[src/rtl/asteroid_collision.sv]
// asteroid_collision: sequential ship/asteroid bounding-box overlap scanner.
// On a start request the ship and all eight asteroid corners are snapshotted,
// then one asteroid is tested per cycle (lowest index first). The first hit
// ends the scan early; a one-cycle REPORT state pulses oDone (and oCollision
// when a hit was found) before returning to IDLE.
module asteroid_collision #(
    parameter logic [7:0] SHIP_W = 8'd8,
    parameter logic [6:0] SHIP_H = 7'd8,
    parameter logic [7:0] AST_W  = 8'd6,
    parameter logic [6:0] AST_H  = 7'd6
) (
    input  logic       Clock,
    input  logic       Reset,
    input  logic       iStart,
    input  logic [7:0] iShipX,
    input  logic [6:0] iShipY,
    input  logic [7:0] iX1,
    input  logic [7:0] iX2,
    input  logic [7:0] iX3,
    input  logic [7:0] iX4,
    input  logic [7:0] iX5,
    input  logic [7:0] iX6,
    input  logic [7:0] iX7,
    input  logic [7:0] iX8,
    input  logic [6:0] iY1,
    input  logic [6:0] iY2,
    input  logic [6:0] iY3,
    input  logic [6:0] iY4,
    input  logic [6:0] iY5,
    input  logic [6:0] iY6,
    input  logic [6:0] iY7,
    input  logic [6:0] iY8,
    output logic       oCollision,
    output logic [2:0] oHitIndex,
    output logic       oBusy,
    output logic       oDone
);

    typedef enum logic [1:0] {IDLE, SCAN, REPORT} state_t;

    state_t          state_q, state_d;
    logic [2:0]      idx_q, idx_d;
    logic            hit_q, hit_d;
    logic [2:0]      hit_idx_q, hit_idx_d;
    logic [7:0]      ship_x_q, ship_x_d;
    logic [6:0]      ship_y_q, ship_y_d;
    logic [7:0][7:0] ax_q, ax_d;
    logic [7:0][6:0] ay_q, ay_d;

    // Element 0 is asteroid 1, so the scan index equals the reported index.
    logic [7:0][7:0] in_x;
    logic [7:0][6:0] in_y;
    assign in_x = {iX8, iX7, iX6, iX5, iX4, iX3, iX2, iX1};
    assign in_y = {iY8, iY7, iY6, iY5, iY4, iY3, iY2, iY1};

    // Overlap test for the asteroid selected by the scan index. Sums are one
    // bit wider than the coordinates so an asteroid parked at X=160 (or any
    // right-edge position) is compared literally without wrap.
    logic [8:0] sx9, ax9;
    logic [7:0] sy8, ay8;
    logic       overlap;
    always_comb begin
        sx9     = {1'b0, ship_x_q};
        ax9     = {1'b0, ax_q[idx_q]};
        sy8     = {1'b0, ship_y_q};
        ay8     = {1'b0, ay_q[idx_q]};
        overlap = (sx9 < ax9 + {1'b0, AST_W})  && (ax9 < sx9 + {1'b0, SHIP_W}) &&
                  (sy8 < ay8 + {1'b0, AST_H})  && (ay8 < sy8 + {1'b0, SHIP_H});
    end

    // Next-state logic: snapshot on start, walk indices, stop on first hit.
    always_comb begin
        state_d   = state_q;
        idx_d     = idx_q;
        hit_d     = hit_q;
        hit_idx_d = hit_idx_q;
        ship_x_d  = ship_x_q;
        ship_y_d  = ship_y_q;
        ax_d      = ax_q;
        ay_d      = ay_q;
        unique case (state_q)
            IDLE: begin
                if (iStart) begin
                    ship_x_d = iShipX;
                    ship_y_d = iShipY;
                    ax_d     = in_x;
                    ay_d     = in_y;
                    hit_d    = 1'b0;
                    idx_d    = 3'd0;
                    state_d  = SCAN;
                end
            end
            SCAN: begin
                if (overlap) begin
                    hit_d     = 1'b1;
                    hit_idx_d = idx_q;
                    state_d   = REPORT;
                end else if (idx_q == 3'd7) begin
                    state_d = REPORT;
                end else begin
                    idx_d = idx_q + 3'd1;
                end
            end
            REPORT:  state_d = IDLE;
            default: state_d = IDLE;
        endcase
    end

    // State and snapshot registers; reset clears everything immediately.
    always_ff @(posedge Clock or negedge Reset) begin
        if (!Reset) begin
            state_q   <= IDLE;
            idx_q     <= 3'd0;
            hit_q     <= 1'b0;
            hit_idx_q <= 3'd0;
            ship_x_q  <= 8'd0;
            ship_y_q  <= 7'd0;
            ax_q      <= '0;
            ay_q      <= '0;
        end else begin
            state_q   <= state_d;
            idx_q     <= idx_d;
            hit_q     <= hit_d;
            hit_idx_q <= hit_idx_d;
            ship_x_q  <= ship_x_d;
            ship_y_q  <= ship_y_d;
            ax_q      <= ax_d;
            ay_q      <= ay_d;
        end
    end

    // Moore-decoded outputs so an async reset drops them at once.
    always_comb begin
        oBusy      = (state_q != IDLE);
        oDone      = (state_q == REPORT);
        oCollision = (state_q == REPORT) && hit_q;
        oHitIndex  = hit_idx_q;
    end

endmodule

[config.mk]
export PLATFORM = sky130hd
export DESIGN_NAME = asteroid_collision
export DESIGN_NICKNAME = d
export VERILOG_FILES = /design/src/rtl/asteroid_collision.sv
export SDC_FILE = /design/constraint.sdc
export NUM_CORES = 1
export LEC_CHECK = 0
export CAP_MARGIN = 20
export CORE_MARGIN = 2
export CORE_UTILIZATION = 40
export DETAILED_ROUTE_END_ITERATION = 10
export GPL_TIMING_DRIVEN = 0
export HOLD_SLACK_MARGIN = 0.1
export PLACE_DENSITY = 0.65
export SLEW_MARGIN = 20
export SYNTH_ARGS = -nofsm -noshare
export SYNTH_HDL_FRONTEND = slang
export SYNTH_SLANG_ARGS = --single-unit
export TNS_END_PERCENT = 20
[constraint.sdc]
create_clock -name Clock -period 5.7 [get_ports Clock]
set_input_delay 0.57 -clock Clock [delete_from_list [all_inputs] [get_ports Clock]]
set_output_delay 0.57 -clock Clock [all_outputs]
set_load 0.005 [all_outputs]
== Yosys cells after proc, flatten, opt, wreduce, memory -nomap -nowiden ==
Cells that the tools add are included.
Operators by class
  equal/unequal tests: 8
  reductions and logical operators: 12
  mux-type cells: 15
  order comparisons: 5
  $add $sub $neg: 5
Operator list (number)
  8-bit binary-select mux with 3-bit select: 1
  7-bit binary-select mux with 3-bit select: 1
  8-bit by 9-bit < comparator with 1-bit output: 2
  7-bit by 8-bit < comparator with 1-bit output: 2
  8-bit by 3-bit adder with 9-bit output, second input constant: 1
  8-bit by 4-bit adder with 9-bit output, second input constant: 1
  3-bit 2-to-1 mux: 3
  7-bit by 3-bit adder with 8-bit output, second input constant: 1
  7-bit by 4-bit adder with 8-bit output, second input constant: 1
  8-bit 2-to-1 mux: 1
  2-bit != test, second input constant: 4
  7-bit 2-to-1 mux: 1
  2-bit 2-to-1 mux: 3
  3-bit one-hot mux with 2 select lines: 1
  2-bit AND reduction: 3
  1-bit logical AND: 4
  3-bit by 4-bit < comparator with 1-bit output, second input constant: 1
  2-bit one-hot mux with 2 select lines: 1
  4-bit AND reduction: 1
  2-bit nonzero test: 2
  3-bit by 1-bit adder with 3-bit output, second input constant: 1
  3-bit == test, second input constant: 1
  3-bit != test, second input constant: 1
  3-bit AND reduction: 1
  5 further kinds: 6
Word-level totals
  register bits: 144
  logic and storage cells: 67
  input bits: 138
  output and inout port bits: 6

== Longest topological paths before layout ==
Gate-level depths: netlist of the first run.
  depth in word-level cells: 9
  mapped depth: 16
  depth with buffers taken out: 14

== Worst setup path after synthesis of the first run ==
No wires, ideal clock.
  kind: register to register
  start: register idx_q[0]
  end: register hit_idx_q[2], in the netlist oHitIndex[2]
  path slack: 1.684 ns
  cell stages (with the launch flop): 17
  arrival time: 3.891 ns
  buffers on the path: 3
  cells stage by stage: dfrtp_1 -> buf_4 -> buf_2 -> buf_1 -> mux4_2 -> nand2_1 -> and2_1 -> a21oi_1 -> xnor2_1 -> ha_1 -> a21o_1 -> a211o_1 -> a41oi_1 -> a2111oi_2 -> a2111oi_4 -> nand2_4 -> mux2_4
On the way
  word-level cells in the longest chain between the ends: 8
  elaborated cells between the ends (all ways): 14
RTL lines
  start: declaration: line 42  | logic [2:0] idx_q, idx_d;
  start signal: assignment: line 122  | idx_q <= idx_d;
  8-bit binary-select mux with 3-bit select: line 64  | ax9 = {1'b0, ax_q[idx_q]};
  8-bit 2-to-1 mux (implied by the code): line 64
  8-bit by 3-bit adder with 9-bit output: line 67  | overlap = (sx9 < ax9 + {1'b0, AST_W}) && (ax9 < sx9 + {1'b0, SHIP_W}) &&
  8-bit by 9-bit < comparator with 1-bit output: line 67
  1-bit logical AND (2 in series): line 67
  1-bit logical AND *: line 68  | (sy8 < ay8 + {1'b0, AST_H}) && (ay8 < sy8 + {1'b0, SHIP_H});
  2-bit AND reduction (no source line) *
  end signal: assignment: line 124  | hit_idx_q <= hit_idx_d;
  end: declaration: line 44  | logic [2:0] hit_idx_q, hit_idx_d;
Mark *: on every way between the ends. The rest lies on a longest branch, timed or not. The select of a mux whose other input is x is not followed.
A chain may end at the register's enable or synchronous reset.

== Worst setup path in the final report of the first run ==
  start: register idx_q[1]
  end: register hit_idx_q[0], in the netlist oHitIndex[0]
The elaborated chain is that of the path after synthesis.

==> results of run 1 <==
[per-layer routing]
layer	GRT usage [%]	vias up
met2	34.57	118
li1	-	2359
met4	7.656	0
met1	26.35	2594
met5	0	-
met3	4.615	24
[power by group through the flow]
stage	sequential (mW)	clock (mW)	combinational [mW]
after CTS	1.87	1.16	3.31
after global placement	1.85	0	3.15
after global routing	1.94	1.21	3.63
after floorplan	1.76	0	2.51
final	1.86	1.14	3.28
after detailed placement	1.89	0	3.28
[metrics by stage]
step           instance area, µm²  hold WS, ps
2_1_floorplan                7428        274.4
3_3_place_gp                 9146        481.7
3_5_place_dp                 9179        487.7
4_1_cts                      9782        111.4
5_1_grt                      9782        137.3
6_report                     9784        104.1
[state kept, by name (all words and copies together), names as in the netlist]
signal / flops
ax_q: 64
oHitIndex: 3
hit_q: 1
ay_q: 56
idx_q: 3
ship_y_q: 7
ship_x_q: 8
state_q: 2
[final timing paths]
path | start | endpoint | slack [ps] | cells after the start
worst max-delay path | idx_q[1]$_DFFE_PN0P_ | oHitIndex[0]$_DFFE_PN0P_ | 830 | 16
worst min-delay path | Reset | ay_q[37]$_DFFE_PN0P_ | 100 | 1
worst max register to register | idx_q[1]$_DFFE_PN0P_ | oHitIndex[0]$_DFFE_PN0P_ | 830 | 16
worst min register to register | ay_q[20]$_DFFE_PN0P_ | ay_q[20]$_DFFE_PN0P_ | 500 | 1
max in group asynchronous | Reset | ship_x_q[3]$_DFFE_PN0P_ | 4830 | 2
min in group Clock | ay_q[20]$_DFFE_PN0P_ | ay_q[20]$_DFFE_PN0P_ | 500 | 1
[worst reg2reg max path: stages, from the launching register on]
cell and delay (ps):
dfrtp_1 370, buf_6 200, buf_2 330, buf_1 650
mux4_2 360, nand2_1 90, and2_1 230, ha_1 230
a21oi_1 280, xnor2_1 170, ha_1 260, a211o_1 280
nor3_1 230, a2111oi_2 90, a2111oi_4 490, nand2_4 170
mux2_4 330
[cell usage after synthesis (9+ instances only)]
cell | number | area (µm²)
nand2_1 | 31 | 116.4
xnor2_1 | 9 | 78.83
nor2_1 | 9 | 33.78
mux2_2 | 131 | 1475
a21oi_1 | 14 | 70.07
ha_1 | 32 | 400.4
mux4_2 | 24 | 540.5
clkbuf_1 | 15 | 56.30
dfrtp_1 | 144 | 3603
o21ai_0 | 11 | 55.05
nand3_1 | 15 | 75.07
inv_1 | 21 | 78.83
[area by class of cell]
| type | instances | area [µm²] | share of cell area [%] |
|---|---|---|---|
| Antenna cell | 1 | 2.502 | 0.02558 |
| Clock inverter | 15 | 177.7 | 1.816 |
| Multi-Input combinational cell | 358 | 3615 | 36.94 |
| Inverter | 21 | 78.83 | 0.8056 |
| Sequential cell | 144 | 3603 | 36.83 |
| Buffer | 28 | 131.4 | 1.343 |
| Tap cell | 229 | 286.5 | 2.928 |
| Clock buffer | 17 | 425.4 | 4.348 |
| Timing Repair Buffer | 144 | 1464 | 14.96 |
[kinds of logic after synthesis]
| family | share of synthesized area, % |
|---|---|
| adders and majority gates | 5.390 |
| and+or+nand+nor | 6.064 |
| AOI/OAI and AO/OA | 4.750 |
| DFF | 48.51 |
| muxes | 30.81 |
| buffers and inverters | 2.830 |
| xor gates and xnor gates | 1.651 |
==> results.json, run 1 <==
{
  "overflow": 0,
  "htreeDepth": 4,
  "die_area_mm2": 0.01968,
  "cp.arrival_ps": 5180,
  "synth_edf_count": 0,
  "grt_pass1_vias": 5653,
  "fin_ws_ps": 831.7,
  "final.min_clock_period_ps": 4868,
  "drive_above_1_share_pct": 28.34,
  "p_switching_mw": 2.366,
  "synth_nets": 721,
  "pre_cts_slack_ps": 792.5,
  "cts_buffers": 17,
  "vias": 5095,
  "clock_power_share_pct": 18.1,
  "start_util_pct": 41.07,
  "postSynthAreaPerCell_um2": 13.48,
  "path_buf_inv": 3,
  "synthFlopType": "dfrtp_1",
  "cp_slowest_cell": "buf_1",
  "dr.first_iter.drc_count": 184,
  "fin_worst_skew_ps": 8.785,
  "clk_pin_slew_ps": 60,
  "ys_warn_count": 0,
  "num-nets-final": 884,
  "pwr-share-comb_pct": 52.2,
  "cp_max_fo": 10,
  "dp.cells": 924,
  "p_int_mw": 3.916,
  "path_class": "flop to flop",
  "final_core_util_pct": 54.10,
  "insertion_delay_ps": 430,
  "antenna_found_initial": 1,
  "top_layer": "met4",
  "final_common_cell": "dfrtp_1",
  "async_reset_ff_share_pct": 100.0,
  "core_mm2": 0.01809,
  "port_buffers": 143,
  "synth_area_mm2": 0.007428,
  "drc": 0,
  "fillers": 1496,
  "grt_usage_pct": 20.63,
  "power.leakage_nw": 4.064,
  "max_stage_delay_ps": 640,
  "detail-route-antenna-nets": 0,
  "max_freq_ghz": 0.2054,
  "finalPower_mw": 6.282,
  "cts.sinks": 144,
  "die_w_um": 140.3,
  "place_hpwl_um": 14580,
  "row_count": 49,
  "report.final.slew_viol_count": 0,
  "power_frac_seq_pct": 29.7,
  "status": "completed",
  "startpoint_type": "flop",
  "cts_resized": 0,
  "synth_cell_type_count": 49,
  "area_growth_pct": 31.72,
  "setup_viol": 0,
  "tns_ps": 0,
  "synth_seq_cells": 144,
  "wl_met2_um": 9687,
  "ys_seq_area_share_pct": 48.51,
  "grt_setup_unrepaired": "no",
  "path_delay_family": "buffers and inverters",
  "endpoint_kind": "flop",
  "grt_max_degree": 78,
  "wl_per_cell_um": 20.12,
  "grt_pass1_wl_um": 30790,
  "synthCells": 551,
  "cts-root-buf": "clkbuf_16",
  "p_sw_share_pct": 37.66,
  "cts_hold_buffers": 0,
  "hold_violations": 0,
  "relSlewSlack_pct": 43.83,
  "wl_met3_um": 1012,
  "maxCapViolCount": 0,
  "clockBufferDepth": 2,
  "crit_chain": "buf_6 > buf_2 > buf_1 > mux4_2 > nand2_1 > and2_1 > ha_1 > a21oi_1 > xnor2_1 > ha_1 > a211o_1 > nor3_1 > a2111oi_2 > a2111oi_4 > nand2_4 > mux2_4",
  "ir_drop_mv": 0.2688,
  "num_io_pins": 144,
  "crit_path_frequent_cell": "ha_1",
  "most-common-layout-cells": "dfrtp_1, clkdlybuf4s50_1, mux2_2",
  "cts_tree": "yes",
  "die_h_um": 140.3,
  "gp_routability_congestion": 0.8478,
  "wl_um": 19260,
  "hold_class": "input pin to asynchronous set/reset pin",
  "power_density_mw_per_mm2": 642.1,
  "drtPass1Iterations": 4,
  "routed_via_density": 5.324,
  "postCtsSetupRepairBufs": 0,
  "met1_length_um": 8195,
  "stdcell_count": 957,
  "required_ps": 6010,
  "worst_slew_pin_slew_ps": 842.6,
  "fin_crit_sh_pct": 85.41
}
Power figures use the tool's default switching activity.
==> inputs of run 2 (changes only) <==
CORE_MARGIN = not set   (was 2)
clock period = 5.6 ns   (was 5.7 ns; I/O delays follow)
==> run 2 against run 1 <==
The run now ends with DRC left; setup slack worse by 130 ps; hold slack improved by 390 ps; power up 1.8%; core utilization is 0.069 points higher; non-clock buffer count grew 1.
==> results.json, run 2 (synthesis results as in run 1) <==
{
  "ir_drop_mv": 0.2789,
  "die_h_um": 138.3,
  "power_density_mw_per_mm2": 653.0,
  "drive_above_1_share_pct": 28.16,
  "cts_buffers": 17,
  "final_common_cell": "dfrtp_1",
  "timing.rr.end": "oHitIndex[0]$_DFFE_PN0P_",
  "setup_viol": 0,
  "gp_routability_congestion": 0.8116,
  "routed_via_density": 5.311,
  "status": "complete, but fails checks",
  "die_w_um": 138.3,
  "wl_met2_um": 9496,
  "antenna_found_initial": 0,
  "cp_max_fo": 10,
  "dp.cells": 924,
  "endpoint_kind": "flop",
  "core_mm2": 0.01809,
  "hold_class": "flop to flop",
  "r2r-start": "idx_q[0]$_DFFE_PN0P_",
  "postLayoutCellArea_mm2": 0.009797,
  "drtPass1Iterations": 8,
  "detail-route-antenna-nets": 0,
  "start_util_pct": 41.07,
  "worst_slew_pin_slew_ps": 795.5,
  "wl_met3_um": 982,
  "finalPower_mw": 6.398,
  "place_hpwl_um": 14140,
  "port_buffers": 143,
  "hold_path_end": "ay_q[20]$_DFFE_PN0P_",
  "violations": "DRC",
  "drc": 10,
  "most-common-layout-cells": "dfrtp_1, clkdlybuf4s50_1, mux2_2",
  "vias": 5083,
  "top_register": "ax_q",
  "startpoint_type": "flop",
  "grt_max_degree": 100,
  "cts_tree": "yes",
  "top_layer": "met4",
  "crit_start": "idx_q[0]$_DFFE_PN0P_",
  "cts_resized": 0,
  "pre_cts_slack_ps": 662.1,
  "stdcell_count": 957,
  "clk_pin_slew_ps": 60,
  "clockBufferDepth": 2,
  "ff2ff_path_depth": 16,
  "cts-root-buf": "clkbuf_16",
  "fillers": 1443,
  "fin_worst_skew_ps": 6.561,
  "report.final.slew_viol_count": 0,
  "insertion_delay_ps": 420,
  "wl_per_cell_um": 19.66,
  "num_io_pins": 144,
  "dr.first_iter.drc_count": 240,
  "grt_pass1_vias": 5583,
  "die_area_mm2": 0.01912,
  "min_delay_path_depth": 1,
  "whs_ps": 498.4,
  "reg.largest.list": "ax_q (64), ay_q (56), ship_x_q (8)",
  "cp.arrival_ps": 5190,
  "area_growth_pct": 31.88,
  "relSlewSlack_pct": 46.96,
  "grt_usage_pct": 21.02,
  "overflow": 0,
  "required_ps": 5900,
  "hold_violations": 0,
  "power.leakage_nw": 4.065,
  "final.min_clock_period_ps": 4894,
  "num-nets-final": 885,
  "max_freq_ghz": 0.2043,
  "largest_reg_flops": 64,
  "cts.sinks": 144,
  "path_class": "flop to flop",
  "rrSetupSlack_ps": 710,
  "placed_cell_area_mm2": 0.009179,
  "maxCapViolCount": 0,
  "fin_crit_sh_pct": 87.39,
  "grt_setup_unrepaired": "no",
  "wl_um": 18820,
  "htreeDepth": 4,
  "fin_ws_ps": 706.1,
  "antenna_cells": 0,
  "grt_pass1_wl_um": 30350,
  "met1_length_um": 8015,
  "row_count": 49,
  "hp-start": "ay_q[20]$_DFFE_PN0P_"
}
## run 2: worst max-delay path by stage
stage | end | slack [ps] | depth (start not counted)
after CTS | oHitIndex[0]$_DFFE_PN0P_ | 640 | 16
after global placement | ship_x_q[3]$_DFFE_PN0P_ | -1610 | 1
after detailed placement | oHitIndex[1]$_DFFE_PN0P_ | 660 | 16
after global routing | oHitIndex[0]$_DFFE_PN0P_ | 350 | 16
after floorplan | oHitIndex[2]$_DFFE_PN0P_ | 1580 | 16
final | oHitIndex[0]$_DFFE_PN0P_ | 710 | 16
## run 2: layout make-up
type	instances	area (µm²)	share of cell area, %
multi-input combinational	358	3615	36.90
clock inverter	14	178.9	1.826
inverter	21	78.83	0.8046
timing repair buffer	145	1474	15.04
sequential	144	3603	36.78
clock buffer	18	429.2	4.381
buffer	28	131.4	1.341
tap	229	286.5	2.925
## run 2: repair_timing
action | in CTS | in global routing
hold endpoints to repair | 45 | 0
setup endpoints to repair | 0 | 0
hold buffers | 1 | 0
setup buffers | 0 | 0
## run 2: metal layers
metal,global-route usage [%],vias up
met5,0,-
met4,6.623,0
met3,5.230,20
met2,35.74,141
met1,26.40,2565
li1,-,2357
## run 2: critical path, stage by stage, from the launching register on
cell,delay (ps)
dfrtp_1,360
buf_4,250
buf_2,290
buf_1,580
mux4_2,600
nand2_1,130
and2_1,200
a21oi_1,120
xnor2_1,140
ha_1,290
a21o_1,180
a211o_1,300
nor3_1,250
a2111oi_2,90
a2111oi_4,490
nand2_4,170
mux2_4,330
## run 2: through the flow
stage | setup TNS [ps] | util (%)
5_1_grt | 0 | 54.17
6_report | 0 | 54.17
3_5_place_dp | 0 | 50.75
2_1_floorplan | 0 | -
3_3_place_gp | -229910 | 50.57
4_1_cts | 0 | 54.17
## run 2: power by group
part           total (mW)  leakage (nW)  switching, mW  internal [mW]
clock network        1.18         0.288          0.468          0.707
registers            1.90          1.70          0.323           1.58
logic                3.32          2.07           1.59           1.74
total                6.40          4.06           2.38           4.02
